`config.mk`:
```
export PLATFORM = sky130hd
export DESIGN_NAME = mux_collector_4to1_flat
export DESIGN_NICKNAME = d
export VERILOG_FILES = /design/src/rtl/mux_collector_4to1_if.sv /design/src/rtl/mux_collector_4to1.sv /design/src/flat_wrapper.sv
export SDC_FILE = /design/constraint.sdc
export NUM_CORES = 1
export LEC_CHECK = 0
export CORE_MARGIN = 5
export CORE_UTILIZATION = 35
export CTS_CLUSTER_DIAMETER = 80
export CTS_CLUSTER_SIZE = 30
export DETAILED_ROUTE_END_ITERATION = 16
export GPL_TIMING_DRIVEN = 0
export PLACE_DENSITY = 0.7
export SKIP_CTS_REPAIR_TIMING = 1
export SLEW_MARGIN = 10
export SYNTH_ARGS = -nofsm -noshare
export SYNTH_HDL_FRONTEND = slang
export SYNTH_SLANG_ARGS = --single-unit
```
`constraint.sdc`:
```
create_clock -name clk -period 1.8 [get_ports clk]
set_input_delay 0.54 -clock clk [delete_from_list [all_inputs] [get_ports clk]]
set_output_delay 0.54 -clock clk [all_outputs]
set_load 0.005 [all_outputs]
```
`src/rtl/mux_collector_4to1_if.sv`:
```
// Bundle of the collector's channel-side and output-side signals.
// The master side feeds strobes/data and the sink ready; the slave side is the collector.
interface mux_collector_4to1_if #(
  parameter int WIDTH = 1
);
  logic [3:0]         strb;
  logic [4*WIDTH-1:0] din;
  logic [WIDTH-1:0]   Y;
  logic [1:0]         Sel;
  logic               valid;
  logic               ready;
  logic [3:0]         pending;
  logic [3:0]         ovf;

  modport master (
    output strb, din, ready,
    input  Y, Sel, valid, pending, ovf
  );

  modport slave (
    input  strb, din, ready,
    output Y, Sel, valid, pending, ovf
  );
endinterface

```
`src/rtl/mux_collector_4to1.sv`:
```
// Four-channel round-robin collector: one holding register per channel, merged onto a
// single valid/ready output tagged with the source channel index.
module mux_collector_4to1 #(
  parameter int WIDTH = 1
) (
  input  logic                  clk,
  input  logic                  reset,
  mux_collector_4to1_if.slave   bus
);

  typedef enum logic {
    ST_EMPTY = 1'b0,
    ST_FULL  = 1'b1
  } state_t;

  state_t                  state_q, state_d;
  logic [3:0][WIDTH-1:0]   hold_q, hold_d;
  logic [3:0]              pending_q, pending_d;
  logic [3:0]              ovf_q, ovf_d;
  logic [WIDTH-1:0]        y_q, y_d;
  logic [1:0]              sel_q, sel_d;
  logic [1:0]              ptr_q, ptr_d;
  logic                    grant_s;
  logic [1:0]              gnt_idx_s;

  // First requesting channel at or after ptr, wrapping modulo 4.
  function automatic logic [1:0] rr_pick(input logic [3:0] req, input logic [1:0] ptr);
    logic [1:0] idx;
    logic [1:0] pick;
    logic       found;
    pick  = ptr;
    found = 1'b0;
    for (int k = 0; k < 4; k++) begin
      idx   = ptr + 2'(k);
      pick  = (!found && req[idx]) ? idx : pick;
      found = found | req[idx];
    end
    return pick;
  endfunction

  // Grant decision, channel capture/overflow and output-stage next state.
  always_comb begin
    state_d   = state_q;
    hold_d    = hold_q;
    pending_d = pending_q;
    ovf_d     = ovf_q;
    y_d       = y_q;
    sel_d     = sel_q;
    ptr_d     = ptr_q;

    // Only words already held before this edge compete; same-edge captures wait.
    grant_s   = ((state_q == ST_EMPTY) || bus.ready) && (|pending_q);
    gnt_idx_s = rr_pick(pending_q, ptr_q);

    for (int i = 0; i < 4; i++) begin
      if (bus.strb[i]) begin
        hold_d[i]    = bus.din[i*WIDTH +: WIDTH];
        pending_d[i] = 1'b1;
        if (pending_q[i] && !(grant_s && (gnt_idx_s == 2'(i)))) begin
          ovf_d[i] = 1'b1;
        end else begin
          ovf_d[i] = ovf_q[i];
        end
      end else if (grant_s && (gnt_idx_s == 2'(i))) begin
        pending_d[i] = 1'b0;
      end else begin
        pending_d[i] = pending_q[i];
      end
    end

    case (state_q)
      ST_EMPTY: begin
        if (grant_s) begin
          y_d     = hold_q[gnt_idx_s];
          sel_d   = gnt_idx_s;
          ptr_d   = gnt_idx_s + 2'd1;
          state_d = ST_FULL;
        end else begin
          state_d = ST_EMPTY;
        end
      end
      ST_FULL: begin
        if (grant_s) begin
          y_d     = hold_q[gnt_idx_s];
          sel_d   = gnt_idx_s;
          ptr_d   = gnt_idx_s + 2'd1;
          state_d = ST_FULL;
        end else if (bus.ready) begin
          state_d = ST_EMPTY;
        end else begin
          state_d = ST_FULL;
        end
      end
      default: begin
        state_d = ST_EMPTY;
      end
    endcase
  end

  // State registers with asynchronous reset.
  always_ff @(posedge clk or posedge reset) begin
    if (reset) begin
      state_q   <= ST_EMPTY;
      hold_q    <= '0;
      pending_q <= 4'b0000;
      ovf_q     <= 4'b0000;
      y_q       <= '0;
      sel_q     <= 2'd0;
      ptr_q     <= 2'd0;
    end else begin
      state_q   <= state_d;
      hold_q    <= hold_d;
      pending_q <= pending_d;
      ovf_q     <= ovf_d;
      y_q       <= y_d;
      sel_q     <= sel_d;
      ptr_q     <= ptr_d;
    end
  end

  assign bus.Y       = y_q;
  assign bus.Sel     = sel_q;
  assign bus.valid   = (state_q == ST_FULL);
  assign bus.pending = pending_q;
  assign bus.ovf     = ovf_q;

endmodule

```
`src/flat_wrapper.sv`:
```
// flat-port wrapper written by rule: the top's interface ports become plain ports
module mux_collector_4to1_flat 
#(
  parameter int WIDTH = 1
)
  (clk, reset, bus_strb, bus_din, bus_ready, bus_Y, bus_Sel, bus_valid, bus_pending, bus_ovf);
  mux_collector_4to1_if #(.WIDTH(WIDTH)) bus_i ();
  input  logic clk;
  input  logic reset;
  input wire logic [$bits(bus_i.strb)-1:0] bus_strb;
  input wire logic [$bits(bus_i.din)-1:0] bus_din;
  input wire logic [$bits(bus_i.ready)-1:0] bus_ready;
  output wire logic [$bits(bus_i.Y)-1:0] bus_Y;
  output wire logic [$bits(bus_i.Sel)-1:0] bus_Sel;
  output wire logic [$bits(bus_i.valid)-1:0] bus_valid;
  output wire logic [$bits(bus_i.pending)-1:0] bus_pending;
  output wire logic [$bits(bus_i.ovf)-1:0] bus_ovf;
  assign bus_i.strb = bus_strb;
  assign bus_i.din = bus_din;
  assign bus_i.ready = bus_ready;
  assign bus_Y = bus_i.Y;
  assign bus_Sel = bus_i.Sel;
  assign bus_valid = bus_i.valid;
  assign bus_pending = bus_i.pending;
  assign bus_ovf = bus_i.ovf;
  mux_collector_4to1 #(.WIDTH(WIDTH)) u_core (.clk(clk), .reset(reset), .bus(bus_i));
endmodule
```
==> out/results.tsv, run 1 <==
metric	value	unit
max_freq	0.584	GHz
slowest_stage	clkdlybuf4s50_1	
via_per_inst	5.01	
crit_arrival	1.17	ns
hpwl	1.25	mm
synth_cells	75	
worst_pin_slew	0.642	ns
slowest_delay	0.51	ns
setup_violations	0	
yosys_register_bits	18	
ys.warnings.count	0	
drtIter0Drc	9	
dpl_cell_area	1100	µm²
max_cap_violations	0	
initial_core_util	37.6	%
grt_use_total	10.8	%
io_buffers	22	
fin_worst_skew	0.00298	ns
cts_buffer_depth	2	
path_class	flop to primary output	
crit_chain	clkdlybuf4s50_1	
gr-total-overflow	0	
first_global_vias	680	
dp_cells	125	
final-max-slew-violation-count	0	
clk_pin_slew	0.10	ns
antenna_found_initial	0	
core_area	2250	µm²
fin_nets	114	
die_area	3500	µm²
synth_cell_types	28	
drive_gt1_share	17.6	%
h-tree-depth	1	
hold_viol	0	
drt_wl_total	1.69	mm
cpLargestDelayFamily	buffers and inverters	
grt_max_degree	19	
fin_cells	130	
routedWlPerCell	13.0	µm
ioPinCount	23	
required	1.26	ns
cts.sinks	18	
syn_area_per_cell	11.3	µm²
syn_nets	86	
antenna_left	0	
die_width	59.2	µm
seq_area_frac_synth	53.2	%
p_leak	0.478	nW
dr.pass1.iters	4	
grt_pass1_wl	2.88	mm
cts-root-buf	clkbuf_4	
fin_crit	1.71	ns
powerDensity	1410	nW/µm²
irDropWorstVdd	0.000767	V
cts_tree	built	
worst_slew_margin_rel	57.1	%
status	finished clean	
hold_class	flop to flop	
crit_path_start_kind	flop	
vias	651	
syn_area	847	µm²
antennaDiodeCount	0	
numCtsBuffers	3	
row_count	17	
worst_skew_pair.late_latency	0.29	ns
fin_crit_sh	95.1	%
cp_max_fo	2	
syn_to_final_growth	38.1	%
end_kind	primary output	
gp_congestion	0.736	
fillers	217	
grt_setup_unrepaired	false	
fin_area	1170	µm²
worst-path-buf-inv	1	
die_y	59.2	µm
drcViolationCount	0	
==> report_power, final <==
group	switching (mW)	total [mW]	internal (mW)
Sequential	0.0873	0.595	0.507
Combinational	0.388	0.810	0.422
Clock	0.120	0.244	0.123
==> metal layers <==
layer  GRT usage (%)  part of all wire, %  vias to the layer above
li1                -                    -                      317
met1            13.9                   47                      316
met2            16.2                   47                       13
met3            1.53                  2.8                        5
met4            7.77                  3.1                        0
met5               0                    0                        -
==> worst paths after layout <==
check | from | endpoint | slack [ns] | cells after the start
max in group asynchronous | reset | u_core.bus.pending[3]$_DFFE_PP0P_ | 0.73 | 2
setup reg to reg | u_core.bus.pending[2]$_DFFE_PP0P_ | u_core.bus.ovf[1]$_DFFE_PP0P_ | 0.15 | 5
hold reg to reg | u_core.bus.ovf[2]$_DFFE_PP0P_ | u_core.bus.ovf[2]$_DFFE_PP0P_ | 0.47 | 1
min in group asynchronous | reset | u_core.hold_q[2]$_DFFE_PP0P_ | 0.62 | 2
hold / removal | u_core.bus.ovf[2]$_DFFE_PP0P_ | u_core.bus.ovf[2]$_DFFE_PP0P_ | 0.47 | 1
setup / recovery | u_core.bus.pending[1]$_DFFE_PP0P_ | bus_pending[1] | 0.09 | 1
==> logic make-up (layout without fill, tap and decap cells) <==
kind of cell / Yosys count / count (layout) / synth area share (%)
buffers and inverters: 6 / 33 / 3.69
AND/OR/NAND/NOR: 24 / 24 / 14.6
flip-flops: 18 / 18 / 53.2
XOR/XNOR: 1 / 1 / 1.03
multiplexers: 6 / 6 / 7.68
AO/OA/AOI/OAI: 20 / 20 / 19.8
==> synth_stat cells, drive strengths merged <==
cell | count | share of area (%)
nor2 | 3 | 1.3
o22ai | 1 | 0.74
o22a | 1 | 1.0
o21ai | 2 | 1.6
mux2i | 2 | 2.4
nand2 | 11 | 4.9
nand2b | 1 | 0.74
nand3b | 2 | 1.8
a2bb2oi | 1 | 1.8
xor2 | 1 | 1.0
buf | 2 | 1.9
or3 | 1 | 0.74
nor2b | 3 | 2.2
a31o | 3 | 3.1
nor4 | 1 | 0.74
o211ai | 1 | 2.5
a21oi | 4 | 2.8
a21o | 5 | 4.4
a31oi | 1 | 0.74
dfrtp | 18 | 53
o221ai | 1 | 1.0
nor3b | 1 | 1.5
inv | 4 | 1.8
mux2 | 4 | 5.3
or2 | 1 | 0.74
==> flip-flops by register name (all words and copies together) (netlist names) <==
register and flops:
u_core.bus.pending 4, u_core.ptr_q 2, u_core.bus.valid 1, u_core.hold_q 4, u_core.bus.Sel 2, u_core.bus.Y 1
u_core.bus.ovf 4
==> area by class of cell <==
| class | instances | area [µm²] | area share, % |
|---|---|---|---|
| multi-input cells | 51 | 377 | 32.2 |
| plain buffers | 2 | 16.3 | 1.39 |
| well taps | 28 | 35.0 | 2.99 |
| clock buffers | 4 | 36.3 | 3.10 |
| repair buffers | 23 | 238 | 20.3 |
| flip-flops and latches | 18 | 453 | 38.7 |
| inverters | 4 | 15.0 | 1.28 |
==> layout by cell type, fill, tap and decap left out, drive strengths merged, types with 4 or more instances in the layout <==
cell type	n
a21o	5
nand2	11
clkbuf	4
clkdlybuf4s50	18
a21oi	4
dfrtp	18
dlymetal6s2s	4
mux2	4
inv	4
==> metrics by stage <==
stage	hold slack (ns)	worst slack, ns	TNS (ns)	util [%]	power, mW
after floorplan	0.451	0.252	0	-	1.10
after global placement	0.444	-0.204	-1.39	48.9	1.35
after detailed placement	0.449	-0.215	-1.36	48.9	1.36
after CTS	0.479	-0.0852	-0.170	50.5	1.62
after global routing	0.503	0.0305	0	51.9	1.76
final	0.475	0.0890	0	51.9	1.65
No activity file was read; power rests on OpenSTA's default activity.
==> run 2: changes to the inputs <==
Settings changed: DONT_BUFFER_PORTS set to 1, PLACE_DENSITY 0.7 to 0.58, SLEW_MARGIN 10 to 5, TNS_END_PERCENT set to 100.
==> run 2 against run 1 <==
Final cell count decreased by 18%. Hold slack got worse by 0.26 ns. Clock power about the same. First-iteration DRC count increased by 33%. Critical endpoint is now u_core.bus.ovf[1]$_DFFE_PP0P_.
==> out/results.tsv, run 2 (synthesis gave the netlist of run 1 again) <==
metric	value	unit
status	finished clean	
ioPinCount	23	
cts-root-buf	clkbuf_4	
cp-startpoint	u_core.bus.pending[2]$_DFFE_PP0P_	
via_per_inst	5.32	
worst_slew_margin_rel	55.9	%
hold_viol	0	
dr.pass1.iters	4	
cts.sinks	18	
drcViolationCount	0	
path_class	flop to flop	
powerDensity	1600	nW/µm²
setup_violations	0	
final-max-slew-violation-count	0	
numCtsBuffers	3	
cp_max_fo	8	
required	1.98	ns
final_common_cell	dfrtp_1	
fin_area	938	µm²
hold_class	input port to asynchronous set/reset pin	
initial_core_util	37.6	%
routedWlPerCell	15.3	µm
hpwl	1.26	mm
grt_setup_unrepaired	false	
irDropWorstVdd	0.000579	V
gp_congestion	0.746	
fin_crit_sh	93.2	%
drt_wl_total	1.64	mm
core_area	2250	µm²
p_leak	0.380	nW
die_width	59.2	µm
antenna_left	0	
cts_tree	built	
vias	569	
die_y	59.2	µm
drtIter0Drc	12	
max_cap_violations	0	
fin_crit	1.68	ns
end_kind	flop	
antennaDiodeCount	0	
h-tree-depth	1	
crit_path_start_kind	flop	
worstReg2RegStart	u_core.bus.pending[2]$_DFFE_PP0P_	
hold_slack	0.210	ns
grt_use_total	10.9	%
first_global_vias	632	
row_count	17	
crit_arrival	1.86	ns
fin_tns_setup	0	ns
worst_pin_slew	0.661	ns
max_freq	0.596	GHz
layout_common_cells	dfrtp_1 (16), nand2_1 (11), a21o_1 (5)	
grt_pass1_wl	2.84	mm
die_area	3500	µm²
io_buffers	0	
antenna_found_initial	0	
fin_worst_skew	0.0102	ns
fin_nets	91	
syn_to_final_growth	10.8	%
cts_buffer_depth	2	
dpl_cell_area	882	µm²
worst_skew_pair.late_latency	0.29	ns
gr-total-overflow	0	
grt_max_degree	19	
drive_gt1_share	22.8	%
fillers	234	
clk_pin_slew	0.10	ns
[run 2: cell types whose count changed in the layout (fill, tap and decap cells not counted), sizes merged]
cell / before / now
buf: 3 / 2
clkdlybuf4s50: 18 / 0
dlymetal6s2s: 4 / 0
[run 2: cell type report]
| cell class | count | area [µm²] | share of cell area [%] |
|---|---|---|---|
| plain buffers | 2 | 16.3 | 1.73 |
| clock buffers | 4 | 36.3 | 3.87 |
| inverters | 4 | 15.0 | 1.60 |
| multi-input cells | 51 | 383 | 40.8 |
| flip-flops and latches | 18 | 453 | 48.3 |
| well taps | 28 | 35.0 | 3.73 |
[run 2: through the flow]
step / std cells / power, mW / setup slack [ns] / util [%]
CTS: 107 / 1.47 / 0.0678 / 40.7
global placement: 103 / 1.21 / 0.134 / 39.1
detailed placement: 103 / 1.22 / 0.0964 / 39.1
finish: 107 / 1.50 / 0.122 / 41.6
global route: 107 / 1.62 / 0.00246 / 41.6
floorplan: 75 / 1.10 / 0.252 / -
[run 2: power breakdown]
group	internal [mW]	leakage, nW	total, mW	switching [mW]
logic	0.293	0.171	0.632	0.339
registers	0.507	0.187	0.620	0.113
clock network	0.123	0.0210	0.245	0.122
[run 2: final timing paths]
kind | end | slack, ns | depth (start not counted)
worst max-delay path | u_core.bus.ovf[1]$_DFFE_PP0P_ | 0.12 | 5
min in group clk | u_core.bus.pending[0]$_DFFE_PP0P_ | 0.33 | 1
worst min register to register | u_core.bus.ovf[1]$_DFFE_PP0P_ | 0.51 | 1
worst min-delay path | u_core.hold_q[0]$_DFFE_PP0P_ | 0.21 | 1
worst max register to register | u_core.bus.ovf[1]$_DFFE_PP0P_ | 0.12 | 5
max in group asynchronous | u_core.bus.pending[2]$_DFFE_PP0P_ | 1.13 | 1
[run 2: per-layer routing]
metal,global-route usage [%],up-vias,wire [µm]
met2,17.3,17,787
met5,0,-,0
met4,4.85,0,31
met3,4.36,4,134
met1,12.7,276,688
li1,-,272,-
[run 2: critical path, stage by stage, from the launching register on]
cell      delay, ns
dfrtp_2        0.47
nor2b_1        0.15
o22a_1         0.21
o211ai_4       0.13
or3_1          0.39
a31o_1         0.22
==> run 3: changes to the inputs <==
==> constraint.sdc (replaced) <==
create_clock -name clk -period 1.7 [get_ports clk]
set_input_delay 0.51 -clock clk [delete_from_list [all_inputs] [get_ports clk]]
set_output_delay 0.51 -clock clk [all_outputs]
set_load 0.1 [all_outputs]
==> run 3 against run 2 <==
Non-clock buffer count grew 5. Clock-buffer cell count is the same. Critical endpoint is now u_core.bus.Y$_DFFE_PP0P_. The flow now finishes with violations (setup timing). Global-route usage grew 0.78 points. Fmax shrank 10%. Register-to-register slack lost 0.29 ns. Critical path depth grew 1. Final cell count grew 4.7%. Routed wire length grew 12%. Core utilization grew 4.1 points. Largest cell class unchanged. Die area is the same.
==> out/results.tsv, run 3 (synthesis gave the netlist of run 1 again) <==
metric	value	unit
crit_arrival	2.03	ns
via_per_inst	5.38	
gp_congestion	0.722	
grt_use_total	11.6	%
worst_slew_margin_rel	38.6	%
worst_skew_pair.late_latency	0.29	ns
initial_core_util	37.6	%
row_count	17	
dp_cells	103	
die_width	59.2	µm
drt_wl_total	1.84	mm
worst-path-buf-inv	1	
grt_pass1_wl	3.06	mm
ioPinCount	23	
cts_tree	built	
fin_nets	96	
setup_ws	-0.167	ns
crit_path_start_kind	flop	
regArea	469	µm²
end_kind	flop	
antenna_found_initial	0	
syn_to_final_growth	21.7	%
hold_viol	0	
first_global_vias	662	
multi_input_area	414	µm²
cts_buffer_depth	2	
required	1.86	ns
fin_cells	112	
die_y	59.2	µm
dr.pass1.iters	4	
cp_max_fo	8	
die_area	3500	µm²
worst_pin_slew	0.921	ns
violations	setup timing	
fin_crit_sh	110	%
drtIter0Drc	14	
slowest_stage	dfrtp_4	
io_buffers	0	
cpLargestDelayFamily	flip-flops	
fillers	222	
final_util	45.7	%
cts.sinks	18	
slowest_delay	0.63	ns
clk_pin_slew	0.10	ns
path_class	flop to flop	
max_cap_violations	0	
cts-root-buf	clkbuf_4	
drcViolationCount	0	
layout_common_cells	nand2_1 (11), dfrtp_1 (11)	
h-tree-depth	1	
max_freq	0.536	GHz
drive_gt1_share	40.5	%
final-max-slew-violation-count	0	
status	finished with violations	
fin_crit	1.87	ns
antenna_left	0	
antennaDiodeCount	0	
core_area	2250	µm²
numCtsBuffers	3	
setup_violations	14	
grt_max_degree	19	
hold_class	input port to asynchronous set/reset pin	
hpwl	1.33	mm
routedWlPerCell	16.4	µm
crit_chain	buf_8 > nor3b_4 > a21oi_2 > a2bb2oi_4 > mux2i_1 > o221ai_1	
vias	602	
fin_worst_skew	0.00721	ns
grt_setup_unrepaired	true	
gr-total-overflow	0	
==> run 3: metal layers <==
layer / vias to the layer above / routed length (µm) / track usage (%) / part of all wire [%]
met2: 17 / 963 / 18.4 / 52
met3: 2 / 123 / 4.14 / 6.7
met1: 302 / 729 / 13.8 / 40
met4: 0 / 19 / 5.83 / 1.0
met5: - / 0 / 0 / 0
li1: 281 / - / - / -
==> run 3: metrics by stage <==
stage / setup TNS (ns) / instance area [µm²] / hold WS [ns] / worst slack [ns]
2_1_floorplan: -0.160 / 896 / 0.449 / -0.0857
3_3_place_gp: -0.946 / 931 / 0.497 / -0.174
3_5_place_dp: -1.27 / 931 / 0.499 / -0.183
4_1_cts: -1.85 / 967 / 0.216 / -0.198
5_1_grt: -2.33 / 1030 / 0.251 / -0.220
6_report: -1.33 / 1030 / 0.196 / -0.167
==> run 3: worst reg2reg max path: stages (launching register included) <==
cell and delay [ns]:
dfrtp_4 0.63, buf_8 0.20, nor3b_4 0.19, a21oi_2 0.06, a2bb2oi_4 0.27, mux2i_1 0.25
o221ai_1 0.14
==> run 3: layout make-up <==
cell class | instances | share of cell area (%)
clock buffer | 4 | 3.52
buffer | 2 | 1.94
sequential | 18 | 45.5
timing repair buffer | 5 | 4.00
multi-input combinational | 51 | 40.2
tap | 28 | 3.40
inverter | 4 | 1.46
==> run 3: final timing paths <==
kind	cells after the start	startpoint	to	slack, ns
worst max register to register	6	u_core.bus.pending[1]$_DFFE_PP0P_	u_core.bus.Y$_DFFE_PP0P_	-0.17
max in group asynchronous	1	reset	u_core.bus.pending[1]$_DFFE_PP0P_	1.00
worst max-delay path	6	u_core.bus.pending[1]$_DFFE_PP0P_	u_core.bus.Y$_DFFE_PP0P_	-0.17
worst min-delay path	1	reset	u_core.bus.Sel[1]$_DFFE_PP0P_	0.20
worst min register to register	1	u_core.hold_q[3]$_DFFE_PP0P_	u_core.hold_q[3]$_DFFE_PP0P_	0.52
min in group clk	1	bus_strb[0]	u_core.bus.pending[0]$_DFFE_PP0P_	0.31
Power of run 3 is not shown: default switching activity piles up to over one toggle a cycle in this logic, so the estimate is an artifact.
